**config.mk**
```make
export PLATFORM = sky130hd
export DESIGN_NAME = ifu_prefetch
export DESIGN_NICKNAME = d
export VERILOG_FILES = /design/src/rtl/ifu_prefetch.sv
export SDC_FILE = /design/constraint.sdc
export NUM_CORES = 1
export LEC_CHECK = 0
export CAP_MARGIN = 5
export CORE_UTILIZATION = 56
export DETAILED_ROUTE_END_ITERATION = 8
export PLACE_DENSITY = 0.91
export SLEW_MARGIN = 20
export SYNTH_ARGS = -nofsm -noshare
export SYNTH_HDL_FRONTEND = slang
export SYNTH_SLANG_ARGS = --single-unit
```
**constraint.sdc**
```tcl
create_clock -name clk -period 10.15 [get_ports clk]
set_clock_uncertainty 0.2 [all_clocks]
set_input_delay 2.03 -clock clk [delete_from_list [all_inputs] [get_ports clk]]
set_output_delay 2.03 -clock clk [all_outputs]
set_load 0.03 [all_outputs]
```
**src/rtl/ifu_prefetch.sv**
```systemverilog
// ifu_prefetch: instruction-fetch unit with a credited prefetch queue.
//   Owns the fetch PC and issues pipelined in-order requests to instruction memory.
//   Returned words are queued with their PCs and handed to the IDU (valid/ready).
//   A redirect flushes the queue and marks every in-flight response as stale.
// Ports:
//   clk, reset                  clock, synchronous active-high reset
//   imem_req_o / imem_addr_o    fetch request and word-aligned address
//   imem_gnt_i                  request accepted this cycle
//   imem_rvalid_i/imem_rdata_i  one in-order response per grant
//   redirect_i / redirect_pc_i  flush and restart fetch at the new PC
//   inst_valid_o/inst_o/inst_pc_o  queue head toward the IDU
//   inst_ready_i                IDU consumes the head
module ifu_prefetch #(
  parameter int unsigned     XLEN       = 32,
  parameter int unsigned     ILEN       = 32,
  parameter logic [XLEN-1:0] RESET_PC   = '0,
  parameter int unsigned     FIFO_DEPTH = 4
) (
  input  logic            clk,
  input  logic            reset,
  output logic            imem_req_o,
  output logic [XLEN-1:0] imem_addr_o,
  input  logic            imem_gnt_i,
  input  logic            imem_rvalid_i,
  input  logic [ILEN-1:0] imem_rdata_i,
  input  logic            redirect_i,
  input  logic [XLEN-1:0] redirect_pc_i,
  output logic            inst_valid_o,
  output logic [ILEN-1:0] inst_o,
  output logic [XLEN-1:0] inst_pc_o,
  input  logic            inst_ready_i
);

  localparam int unsigned AW = (FIFO_DEPTH > 1) ? $clog2(FIFO_DEPTH) : 1;
  localparam int unsigned CW = AW + 1;
  localparam int unsigned PW = $clog2(2 * FIFO_DEPTH) + 1;

  logic [XLEN-1:0] r_fetch_pc;
  logic [XLEN-1:0] r_rsp_pc;
  logic [CW-1:0]   r_count;
  logic [AW-1:0]   r_rd_ptr;
  logic [AW-1:0]   r_wr_ptr;
  logic [PW-1:0]   r_pend;
  logic [PW-1:0]   r_drop;
  logic [ILEN-1:0] r_mem_data [FIFO_DEPTH];
  logic [XLEN-1:0] r_mem_pc   [FIFO_DEPTH];

  logic [PW-1:0]   w_inflight;
  logic            w_credit_ok;
  logic            w_grant;
  logic            w_push;
  logic            w_pop;
  logic            w_head_ok;
  logic [XLEN-1:0] w_redirect_pc;

  // Live requests are pend minus the stale ones; queued plus live never exceeds the depth,
  // which is what guarantees every delivered word has a free slot.
  assign w_inflight  = r_pend - r_drop;
  assign w_credit_ok = (PW'(r_count) + w_inflight) < PW'(FIFO_DEPTH);

  assign imem_req_o  = !reset && !redirect_i && w_credit_ok;
  assign imem_addr_o = r_fetch_pc;
  assign w_grant     = imem_req_o && imem_gnt_i;

  // Stale responses are swallowed while drop is non-zero; redirect-cycle responses too.
  assign w_push = !reset && !redirect_i && imem_rvalid_i && (r_drop == '0);

  // Head is forced to zero whenever the queue is empty so reset outputs are clean.
  assign w_head_ok    = !reset && (r_count != '0);
  assign inst_valid_o = w_head_ok && !redirect_i;
  assign inst_o       = w_head_ok ? r_mem_data[r_rd_ptr] : '0;
  assign inst_pc_o    = w_head_ok ? r_mem_pc[r_rd_ptr]   : '0;
  assign w_pop        = inst_valid_o && inst_ready_i;

  assign w_redirect_pc = redirect_pc_i & ~XLEN'(3);

  // Queue storage, no reset needed: the head is masked while empty.
  always_ff @(posedge clk) begin
    if (w_push) begin
      r_mem_data[r_wr_ptr] <= imem_rdata_i;
      r_mem_pc[r_wr_ptr]   <= r_rsp_pc;
    end
  end

  // Control state: PCs, queue occupancy, outstanding and stale request counts.
  always_ff @(posedge clk) begin
    if (reset) begin
      r_fetch_pc <= RESET_PC;
      r_rsp_pc   <= RESET_PC;
      r_count    <= '0;
      r_rd_ptr   <= '0;
      r_wr_ptr   <= '0;
      r_pend     <= '0;
      r_drop     <= '0;
    end else if (redirect_i) begin
      // No grant can occur here, so pend only loses this cycle's response;
      // everything still outstanding becomes stale.
      r_fetch_pc <= w_redirect_pc;
      r_rsp_pc   <= w_redirect_pc;
      r_count    <= '0;
      r_rd_ptr   <= '0;
      r_wr_ptr   <= '0;
      r_pend     <= r_pend - PW'(imem_rvalid_i);
      r_drop     <= r_pend - PW'(imem_rvalid_i);
    end else begin
      if (w_grant) begin
        r_fetch_pc <= r_fetch_pc + XLEN'(4);
      end
      r_pend <= r_pend + PW'(w_grant) - PW'(imem_rvalid_i);
      if (imem_rvalid_i && (r_drop != '0)) begin
        r_drop <= r_drop - PW'(1);
      end
      if (w_push) begin
        r_rsp_pc <= r_rsp_pc + XLEN'(4);
        r_wr_ptr <= r_wr_ptr + AW'(1);
      end
      if (w_pop) begin
        r_rd_ptr <= r_rd_ptr + AW'(1);
      end
      r_count <= r_count + CW'(w_push) - CW'(w_pop);
    end
  end

  // The credit rule makes these unreachable with a well-behaved memory.
  a_no_overflow: assert property (@(posedge clk) disable iff (reset)
    !(w_push && (r_count == CW'(FIFO_DEPTH))));
  a_no_orphan_rsp: assert property (@(posedge clk) disable iff (reset)
    !(imem_rvalid_i && (r_pend == '0)));

endmodule

```
==> summary.md <==
| Metric | Value |
|---|---|
| M2 GR Usage | `36.7%` |
| Crit. End Element | `primary output` |
| WHS Path Cells | `2` |
| Critical path class | `in -> out` |
| Vias in the first global route | `8278` |
| Initial antenna violation count | `0` |
| Arr. time, crit path | `4.27 ns` |
| Later-pin clock latency in the skew report | `0.55 ns` |
| Via count | `8345` |
| Hold Buf Count CTS | `0` |
| Layout cells sized above 1 | `12.2%` |
| RSZ-0062 raised after global routing | `false` |
| Yosys top cell area share | `54.1%` |
| Hold_sp | `imem_addr_o[3]$_SDFFE_PP0P_` |
| #FFs+latches synth | `325` |
| Syn Std Cell Area | `13800 µm²` |
| Pwr Density | `173 nW/µm²` |
| Register area share after synthesis | `65.3%` |
| Setup violations, final | `0` |
| DP HPWL | `17000 µm` |
| Synth area leaders | `edfxtp_1 (54%), dfxtp_1 (11%), mux4_2 (10%)` |
| TritonCTS Buffers | `30` |
| Routability Congestion | `0.861` |
| Critical path fanouts, max | `62` |
| Tcrit/Tclk final | `64.1%` |
| Async S/R FF share, synth | `0%` |
| Cell Rows | `57` |
| Avg Cell Area, Syn | `15.1 µm²` |
| DRC Markers | `0` |
| Crit path max-delay family | `buffers and inverters` |
| I/O Pins | `168` |
| WL final | `27500 µm` |
| Fmax | `154 MHz` |
| Layout net count | `1160` |
| First-pass GRT wire length | `43600 µm` |
| Reg2reg end | `r_pend[1]$_SDFF_PP0_` |
| Most frequent cell after synthesis | `edfxtp_1` |
| Via density | `5.90` |
| Leak | `5.28 nW` |
| Hold Slack | `0.327 ns` |
| Initial DRC Count | `598` |
| Max incr delay on CP | `0.62 ns` |
| Area of the core | `24200 µm²` |
| Per-cell routed wire length | `19.4 µm` |
| Required time of the critical path | `7.92 ns` |
| Yosys cell types | `55` |
| Total GRT Usage | `21.9%` |
| Clock-pin slew reported for the worst setup and hold paths after clock tree synthesis | `0.06 ns` |
| GR Util met3 | `3.50%` |
| Postcts setup bufs | `0` |
| CP Buf/Inv Count | `4` |
| Worst slack, placed | `3.61 ns` |
| Slowest CP cell | `clkdlybuf4s50_1` |
| Post-synth top cells | `edfxtp_1 (248), dfxtp_1 (77), nor2b_1 (64)` |
| Largest net degree at the start of global routing | `63` |
| Status | `completed` |
| Peak VDD IR | `0.165 mV` |
| Initial Utilization | `56.9%` |
| R2r startpoint | `r_count[1]$_SDFF_PP0_` |
| Reg-to-reg setup timing slack | `5.35 ns` |
| Synth area leader | `edfxtp_1` |
| Clk buf depth | `3` |
| H-tree depth | `1` |
| Die W | `159 µm` |
| Period minus WS final | `6.50 ns` |
| Chip height | `159 µm` |
| CP startpoint kind | `input pin` |
| Worst Hold Class | `reg -> reg` |
| Worst setup margin | `3.65 ns` |
| Fin util | `68.9%` |
| Syn Inst Count | `910` |
| PortBufs | `161` |
| Tightest Pin Transition | `0.948 ns` |
| Non-Filler Instances | `1415` |
| Clk sinks | `325` |
| Setup TNS | `0 ns` |
| Routed Antenna Nets | `0` |
| Met1 usage | `30.4%` |
| Min-Delay Endpoint | `imem_addr_o[3]$_SDFFE_PP0P_` |
| Layer with the highest usage | `met2` |
| Post-CTS sizing | `0` |
| Root buf cell | `clkbuf_16` |
| Yosys warnings | `0` |
| Crit-path cells | `clkdlybuf4s50_1, buf_4, or2_2, buf_4, nor2b_1, clkdlybuf4s50_1` |
| Grt ovf | `0` |
| Hold Vio Cnt, Final | `0` |
| DR pass1 iterations | `5` |
| Max-capacitance violation count | `0` |
| Post-synth EDFFs | `248` |
| Worst Reg-to-Reg Cells | `16` |
| Main flop type after synthesis | `edfxtp_1` |
| CTS tree | `done` |
| Die area | `25200 µm²` |
| Area Growth Syn to Fin | `21.1%` |
| Relative slew margins | `36.3%` |
| Antenna diodes | `0` |
| Post-Place Cells | `1359` |
| Pins Over Slew Limit | `0` |
power breakdown:
part	internal, mW	leakage, nW	total (mW)	switching [mW]
Combinational	0.123	1.90	0.265	0.141
Clock	0.656	0.483	1.11	0.457
Sequential	1.47	2.89	1.51	0.0416
Total	2.25	5.28	2.89	0.640
how the worst max path moves through the flow:
stage,start,to,slack [ns],cells past startpoint
2_1_floorplan,redirect_i,imem_req_o,4.61,5
3_3_place_gp,reset,inst_o[13],3.66,6
3_5_place_dp,reset,inst_pc_o[23],3.61,6
4_1_cts,reset,inst_pc_o[23],3.64,6
5_1_grt,reset,inst_o[31],3.49,6
6_report,reset,inst_o[8],3.65,6
layer usage:
layer	vias to the layer above	share of wire, %
met3	37	7.1
met2	368	49
met1	4129	43
met4	0	1.4
met5	-	0
li1	3811	-
area by class of cell:
class                           count  area, µm²
Sequential cell                   325       8990
Fill cell                        1557       7510
Multi-Input combinational cell    507       4470
Timing Repair Buffer              172       1690
Clock buffer                       43        851
Tap cell                          324        405
Clock inverter                     13        135
Inverter                           31        116
cell families after synthesis:
kind of cell	Yosys count	share of synthesized area (%)
simple gates	246	10.1
mux	63	10.2
xor+xnor	49	3.23
fa+ha+maj	23	2.31
compound gates	122	6.48
buf+inv	81	2.35
flops	325	65.3
other cells	1	0.0272
per-stage QoR:
stage | area, µm² | power (mW)
floorplan | 13800 | 1.70
global placement | 15700 | 1.79
detailed placement | 15700 | 1.80
CTS | 16700 | 2.91
global route | 16700 | 2.99
finish | 16700 | 2.89
worst min-delay path, cell delays in order, from the launching register on:
cell,delay [ns]
dfxtp_1,0.35
nand2_1,0.07
a21boi_0,0.07
flip-flops by register name (all words and copies together) (netlist names), named ones only:
| name | count |
|---|---|
| r_rsp_pc | 30 |
| imem_addr_o | 30 |
| r_pend | 4 |
| r_rd_ptr | 2 |
| r_count | 3 |
| r_drop | 4 |
| r_mem_data | 128 |
| r_wr_ptr | 2 |
| r_mem_pc | 120 |
cell usage in the layout, fill, tap and decap left out, types with 11 or more instances in the layout:
master / Yosys / layout
o31a_1: 17 / 17
nor3_1: 17 / 17
clkbuf_16: 0 / 31
clkdlybuf4s50_1: 0 / 161
a21boi_0: 25 / 25
xnor2_1: 35 / 35
ha_1: 19 / 19
nand4_1: 23 / 23
a211oi_1: 11 / 11
nand2_1: 23 / 23
buf_4: 4 / 11
a21oi_1: 17 / 17
nor2_1: 42 / 42
dfxtp_1: 77 / 75
nor4_1: 12 / 12
edfxtp_1: 248 / 248
mux4_2: 62 / 62
nand3_1: 20 / 20
nor2b_1: 64 / 64
xor2_1: 13 / 13
inv_1: 30 / 29
o21a_1: 22 / 22
Power figures use the tool's default switching activity.
